## src/rtl/addsubz_serial.sv

```systemverilog
// addsubz_serial: bit-serial add/subtract with zero flag, computed LSB first.
// Define ADDSUBZ_OVERFLOW_EN to add the registered signed-overflow output.
module addsubz_serial #(
    parameter int WIDTH = 8
) (
    input  logic             clk,
    input  logic             areset,
    input  logic             in_valid,
    output logic             in_ready,
    input  logic             do_sub,
    input  logic [WIDTH-1:0] a,
    input  logic [WIDTH-1:0] b,
    output logic             out_valid,
    input  logic             out_ready,
    output logic [WIDTH-1:0] dout,
    output logic             result_is_zero,
    output logic             busy
`ifdef ADDSUBZ_OVERFLOW_EN
    ,
    output logic             overflow
`endif
);

    localparam int CW = $clog2(WIDTH);

    typedef enum logic [1:0] {
        IDLE,
        BUSY,
        DONE
    } state_t;

    state_t state_q;
    state_t state_d;

    logic [WIDTH-1:0] a_q;
    logic [WIDTH-1:0] a_d;
    logic [WIDTH-1:0] b_q;
    logic [WIDTH-1:0] b_d;
    logic [WIDTH-1:0] dout_q;
    logic [WIDTH-1:0] dout_d;
    logic [CW-1:0]    cnt_q;
    logic [CW-1:0]    cnt_d;

    logic carry_q;
    logic carry_d;
    logic zacc_q;
    logic zacc_d;
    logic zero_q;
    logic zero_d;
    logic in_ready_q;
    logic in_ready_d;
    logic out_valid_q;
    logic out_valid_d;
    logic busy_q;
    logic busy_d;

    logic sum_bit;
    logic carry_out;
    logic last_bit;

    // The A register doubles as the result register: sum bits enter at
    // the MSB as operand bits leave at the LSB.
    always_comb begin
        sum_bit   = a_q[0] ^ b_q[0] ^ carry_q;
        carry_out = (a_q[0] & b_q[0])
                  | (a_q[0] & carry_q)
                  | (b_q[0] & carry_q);
        last_bit  = (cnt_q == CW'(WIDTH - 1));

        state_d     = state_q;
        a_d         = a_q;
        b_d         = b_q;
        dout_d      = dout_q;
        cnt_d       = cnt_q;
        carry_d     = carry_q;
        zacc_d      = zacc_q;
        zero_d      = zero_q;
        in_ready_d  = in_ready_q;
        out_valid_d = out_valid_q;
        busy_d      = busy_q;

        unique case (state_q)
            IDLE: begin
                if (in_valid && in_ready_q) begin
                    a_d        = a;
                    b_d        = do_sub ? ~b : b;
                    carry_d    = do_sub;
                    cnt_d      = '0;
                    zacc_d     = 1'b0;
                    in_ready_d = 1'b0;
                    busy_d     = 1'b1;
                    state_d    = BUSY;
                end
            end
            BUSY: begin
                a_d     = {sum_bit, a_q[WIDTH-1:1]};
                b_d     = {1'b0, b_q[WIDTH-1:1]};
                carry_d = carry_out;
                zacc_d  = zacc_q | sum_bit;
                cnt_d   = cnt_q + CW'(1);
                if (last_bit) begin
                    dout_d      = {sum_bit, a_q[WIDTH-1:1]};
                    zero_d      = ~(zacc_q | sum_bit);
                    cnt_d       = '0;
                    busy_d      = 1'b0;
                    out_valid_d = 1'b1;
                    state_d     = DONE;
                end
            end
            DONE: begin
                if (out_ready) begin
                    out_valid_d = 1'b0;
                    in_ready_d  = 1'b1;
                    state_d     = IDLE;
                end
            end
            default: begin
                out_valid_d = 1'b0;
                in_ready_d  = 1'b1;
                busy_d      = 1'b0;
                state_d     = IDLE;
            end
        endcase
    end

    always_ff @(posedge clk or posedge areset) begin
        if (areset) begin
            state_q     <= IDLE;
            a_q         <= '0;
            b_q         <= '0;
            dout_q      <= '0;
            cnt_q       <= '0;
            carry_q     <= 1'b0;
            zacc_q      <= 1'b0;
            zero_q      <= 1'b0;
            in_ready_q  <= 1'b1;
            out_valid_q <= 1'b0;
            busy_q      <= 1'b0;
        end else begin
            state_q     <= state_d;
            a_q         <= a_d;
            b_q         <= b_d;
            dout_q      <= dout_d;
            cnt_q       <= cnt_d;
            carry_q     <= carry_d;
            zacc_q      <= zacc_d;
            zero_q      <= zero_d;
            in_ready_q  <= in_ready_d;
            out_valid_q <= out_valid_d;
            busy_q      <= busy_d;
        end
    end

    assign in_ready       = in_ready_q;
    assign out_valid      = out_valid_q;
    assign dout           = dout_q;
    assign result_is_zero = zero_q;
    assign busy           = busy_q;

`ifdef ADDSUBZ_OVERFLOW_EN
    logic ovf_q;
    logic ovf_d;

    // On the MSB step carry_q is the carry into the MSB.
    always_comb begin
        ovf_d = ovf_q;
        if (state_q == BUSY && last_bit) begin
            ovf_d = carry_q ^ carry_out;
        end
    end

    always_ff @(posedge clk or posedge areset) begin
        if (areset) begin
            ovf_q <= 1'b0;
        end else begin
            ovf_q <= ovf_d;
        end
    end

    assign overflow = ovf_q;
`endif

endmodule
```

## config.mk

```make
export PLATFORM = sky130hd
export DESIGN_NAME = addsubz_serial
export DESIGN_NICKNAME = d
export VERILOG_FILES = /design/src/rtl/addsubz_serial.sv
export SDC_FILE = /design/constraint.sdc
export NUM_CORES = 1
export LEC_CHECK = 0
export ABC_AREA = 1
export CELL_PAD_IN_SITES_DETAIL_PLACEMENT = 1
export CELL_PAD_IN_SITES_GLOBAL_PLACEMENT = 1
export CORE_ASPECT_RATIO = 1.4
export CORE_MARGIN = 2
export CORE_UTILIZATION = 40
export CTS_CLUSTER_SIZE = 20
export DETAILED_ROUTE_END_ITERATION = 10
export MAX_ROUTING_LAYER = met4
export PLACE_DENSITY_LB_ADDON = 0.1
export SLEW_MARGIN = 20
export SYNTH_ARGS = -nofsm -noshare
export SYNTH_HDL_FRONTEND = slang
export SYNTH_SLANG_ARGS = --single-unit
```

## constraint.sdc

```tcl
create_clock -name clk -period 2.1 [get_ports clk]
set_input_delay 0.42 -clock clk [delete_from_list [all_inputs] [get_ports clk]]
set_output_delay 0.42 -clock clk [all_outputs]
set_load 0.1 [all_outputs]
```

* Word level (Yosys, flattened, before mapping)
Cells that the tools add are included.
Word-level totals: register bits 35, latch bits 0, RAM bits 0, ROM bits 0, input port bits 21, output and inout bits 12, word-level logic and storage cells 64, memories 0
Cells by class: add/subtract/negate cells 1, multiply operators 0, div/mod/pow operators 0, magnitude comparators 0, equality and inequality tests 6, shift-type cells 0, mux-type cells 24, bitwise operators 13, reduce and logical (&&, ||, !) cells 9
Operators by type and width (number):
- $pmux 8 s2 | 2
- $mux 8 | 3
- $reduce_and 3->1 | 4
- $pmux 1 s3 | 3
- $not 8->8 | 1
- $mux 1 | 7
- $mux 2 | 3
- $mux 3 | 2
- $ne 2x2->1 const B | 3
- $pmux 2 s3 | 1
- $pmux 3 s2 | 1
- $not 1->1 | 4
- $pmux 1 s2 | 2
- $reduce_and 2->1 | 2
- $add 3x1->3 const B | 1
- $and 1x1->1 | 3
- $eq 3x3->1 const B | 1
- $or 1x1->1 | 3
- $eq 2x1->1 const B | 1
- $eq 2x2->1 const B | 1
- $logic_not 2->1 | 1
- $reduce_bool 2->1 | 1
- $xor 1x1->1 | 2
- $logic_and 1x1->1 | 1

* Depth between registers and ports, before layout
word-level depth 4, mapped depth 7

* Worst setup path after synthesis
No wires, ideal clock.
path type register to register, start point register in_ready_q, in the netlist in_ready, end point register a_q[0], data arrival time 1.517 ns, setup slack 0.467 ns, cell stages (with the launch flop) 7, path buffers 1, cells stage by stage dfstp_2 nand3_2 nand2_1 inv_2 buf_4 nand2_1 nand2_1
On the way: longest elaborated chain between the ends 3
RTL lines:
- start: declaration | line 50 | logic in_ready_q;
- start signal: assignment | line 148 | in_ready_q <= in_ready_d;
- $logic_and 1x1->1 | line 84 | if (in_valid && in_ready_q) begin
- $ne 2x2->1 (no line)
- $reduce_and 2->1 (no line)
- end signal: assignment | line 129 | a_q <= '0;
- end signal: assignment | line 141 | a_q <= a_d;
- end: declaration | line 35 | logic [WIDTH-1:0] a_q;
Every way passes these cells. A chain may end at the register's enable or synchronous reset.

* Worst setup path in the final report
start point register in_ready_q, in the netlist in_ready, end point output port in_ready
RTL lines:
- end: declaration | line 9 | output logic in_ready,
No word-level cell between the ends.

==> results.json <==
{
  "dpl_worst_slack_ns": 0.3601,
  "tightest_slew_ns": 0.4489,
  "io_pins": 33,
  "cp_max_fo": 4,
  "num_vias": 1496,
  "fp-row-count": 28,
  "status": "completed",
  "grt_overflow": 0,
  "crit_buf_inv": 1,
  "grt_first_pass_wirelength_mm": 6.837,
  "crit_path_start_kind": "flop",
  "synthToLayoutAreaGrowth_pct": 23.85,
  "yosysTopAreaCell": "dfrtp_1",
  "cts_tree": "done",
  "min_period_ns": 1.486,
  "ys_types": 24,
  "drcViolationCount": 0,
  "cts_root_buf": "clkbuf_8",
  "synth_seq_cells": 35,
  "drv_cap": 0,
  "n_antenna_cell": 0,
  "drt.antenna.violating_nets": 0,
  "fp.dieH_um": 81.97,
  "portBuffers": 32,
  "critPathTopFamily": "flip-flops",
  "power_mw": 3.582,
  "crit_chain": "buf_12",
  "crit_slowest_cell": "dfstp_2",
  "synth.top_cell.area_share": 0.4899,
  "clkLatencyLatePin_ns": 0.29,
  "fmax_mhz": 672.7,
  "synth_top_family_by_area": "simple AND/OR/NAND/NOR gates",
  "cts_buffer_depth": 2,
  "die_w_um": 59.69,
  "finalSetupViolations": 0,
  "core_area_um2": 4204,
  "hold_violations": 0,
  "wl_per_cell_um": 12.55,
  "min_period_over_period": 0.7079,
  "finalSetupTns_ns": 0,
  "final_nets": 285,
  "ir_worst_vdd_v": 0.0004730,
  "viasPerCell": 4.873,
  "sw_frac_of_total": 0.5187,
  "rsz0062_at_grt": "false",
  "dp_hpwl_mm": 2.836,
  "synthXorXnorAreaFrac": 0.005043,
  "syn_nets": 251,
  "synth-compound-area-share": 0.03242,
  "ctsHoldBuffers": 0,
  "post_cts_buffers": 0,
  "start_util": 0.4131,
  "drt-pass1-iter-count": 3,
  "place_area_um2": 2059,
  "finClkSkew_ns": 0.006758,
  "path_clk_slew_ns": 0.07,
  "p_seq_frac": 0.323,
  "final_cell_area_um2": 2151,
  "synthesis.instances": 227,
  "worstSetupPathType": "reg -> out",
  "pwr-share-clk": 0.140,
  "powerDensity_nw_per_um2": 1665,
  "synthAdderAreaFrac": 0.02594,
  "cp_slowest_stage_delay_ns": 0.59,
  "clock-sinks": 35,
  "synthMuxAreaShare": 0,
  "antenna_found_initial": 0,
  "nFillCells": 539,
  "crit_path_end_kind": "primary output",
  "synthSimpleGateAreaFrac": 0.3588,
  "maxSlewHeadroom": 0.7008,
  "p_leak_nw": 1.194,
  "synth.avg_cell_area_um2": 7.651,
  "hp-class": "reg -> reg",
  "netlist_area_um2": 1737,
  "cts_max_level": 2,
  "p_int_mw": 1.724,
  "drt-initial-drc-count": 54,
  "holdWs_ns": 0.4729,
  "cp.arrival_ns": 1.07,
  "power_switching_mw": 1.858,
  "drv_slew": 0,
  "cts_buffers": 5,
  "wl_mm": 3.853,
  "synth_area_leaders": "dfrtp_1 49%, nand2_1 27%, nand3_1 6.3%",
  "setup_slack_ns": 0.6135,
  "place_congestion": 0.7218,
  "yosysSeqAreaShare": 0.5050,
  "pwr-share-comb": 0.537,
  "ys_warn_count": 0,
  "worstPathRequired_ns": 1.68,
  "grt_pass1_vias": 1521,
  "grt_max_degree": 36,
  "dieArea_um2": 4892,
  "grt.total_usage": 0.1910,
  "cts-resized-gates": 0,
  "drive_gt1_frac": 0.1260
}
==> worst register-to-register path, stage by stage, from the launching register on <==
cell and delay [ns]:
dfrtp_1 0.36, ha_1 0.16, ha_1 0.38, nand2_2 0.25, nand2_1 0.14, o21ai_2 0.06
==> cells in the final DEF (no fill, tap or decap), types with 2 or more instances in the layout <==
master,synthesis,final
clkbuf_8,0,6
o21ai_2,2,2
nand3_1,22,22
a21oi_1,3,3
dfrtp_1,34,34
nor2_1,3,3
nand2_1,123,123
inv_2,3,3
nand2_2,2,2
buf_4,3,14
inv_1,15,15
clkdlybuf4s50_1,0,20
ha_1,2,2
==> worst paths after layout <==
check                         start        end  slack [ns]  depth (start not counted)
setup / recovery           in_ready   in_ready        0.61                          1
hold / removal              dout[6]    dout[6]        0.47                          2
setup reg to reg           cnt_q[0]    dout[7]        0.65                          5
hold reg to reg             dout[6]    dout[6]        0.47                          2
max in group asynchronous    areset   in_ready        1.23                          3
min in group asynchronous    areset  out_valid        0.54                          3
==> logic make-up after synthesis <==
group,after synthesis
AO/OA/AOI/OAI,9
flip-flops,35
AND/OR/NAND/NOR,153
XOR/XNOR,1
adder cells (fa/ha/maj),3
buffers and inverters,26
==> Yosys cell counts <==
cell type  number
o21ai_1         1
clkbuf_1        1
buf_4           3
o22ai_1         1
dfstp_2         1
a21boi_0        1
inv_2           3
dfrtp_1        34
nand2_1       123
nand3_2         1
a21oi_1         3
ha_1            2
o21ai_2         2
inv_1          15
xor2_1          1
nor2_1          3
fa_1            1
nor2_2          1
nand2_2         2
nand3_1        22
o21ai_0         1
buf_2           2
nor2_4          1
buf_6           2
==> power groups by stage <==
| stage | clock (mW) | sequential (mW) | combinational (mW) |
|---|---|---|---|
| 5_1_grt | 0.550 | 1.19 | 2.11 |
| 2_1_floorplan | 0 | 1.89 | 0.772 |
| 4_1_cts | 0.512 | 1.16 | 1.96 |
| 3_3_place_gp | 0 | 1.16 | 1.91 |
| 6_report | 0.502 | 1.16 | 1.92 |
| 3_5_place_dp | 0 | 1.17 | 1.95 |
==> sequential cells by signal, indices dropped and copies added, names as in the netlist <==
signal          flops
a_q                 8
b_q                 8
dout                8
cnt_q               3
state_q             2
busy                1
carry_q             1
in_ready            1
out_valid           1
result_is_zero      1
zacc_q              1
==> layout make-up <==
cell class	count	area, um2	share of cell area
flip-flops and latches	35	877.1	0.4078
multi-input cells	166	733.2	0.3409
repair buffers	35	325.3	0.1513
clock buffers	7	86.33	0.04014
inverters	18	67.56	0.03141
well taps	45	56.30	0.02618
clock inverters	1	5.005	0.002327
==> per-stage QoR <==
| stage | util | cells |
|---|---|---|
| after global routing | 0.5116 | 307 |
| after detailed placement | 0.4899 | 299 |
| after floorplan | - | 227 |
| final | 0.5116 | 307 |
| after global placement | 0.4899 | 299 |
| after CTS | 0.5116 | 307 |
==> metal layers <==
layer | track usage | part of all wire
met1 | 0.2178 | 0.44
met2 | 0.3185 | 0.51
met3 | 0.04724 | 0.033
met4 | 0.07333 | 0.017
met5 | - | 0
(Power assumes the default switching activity.)
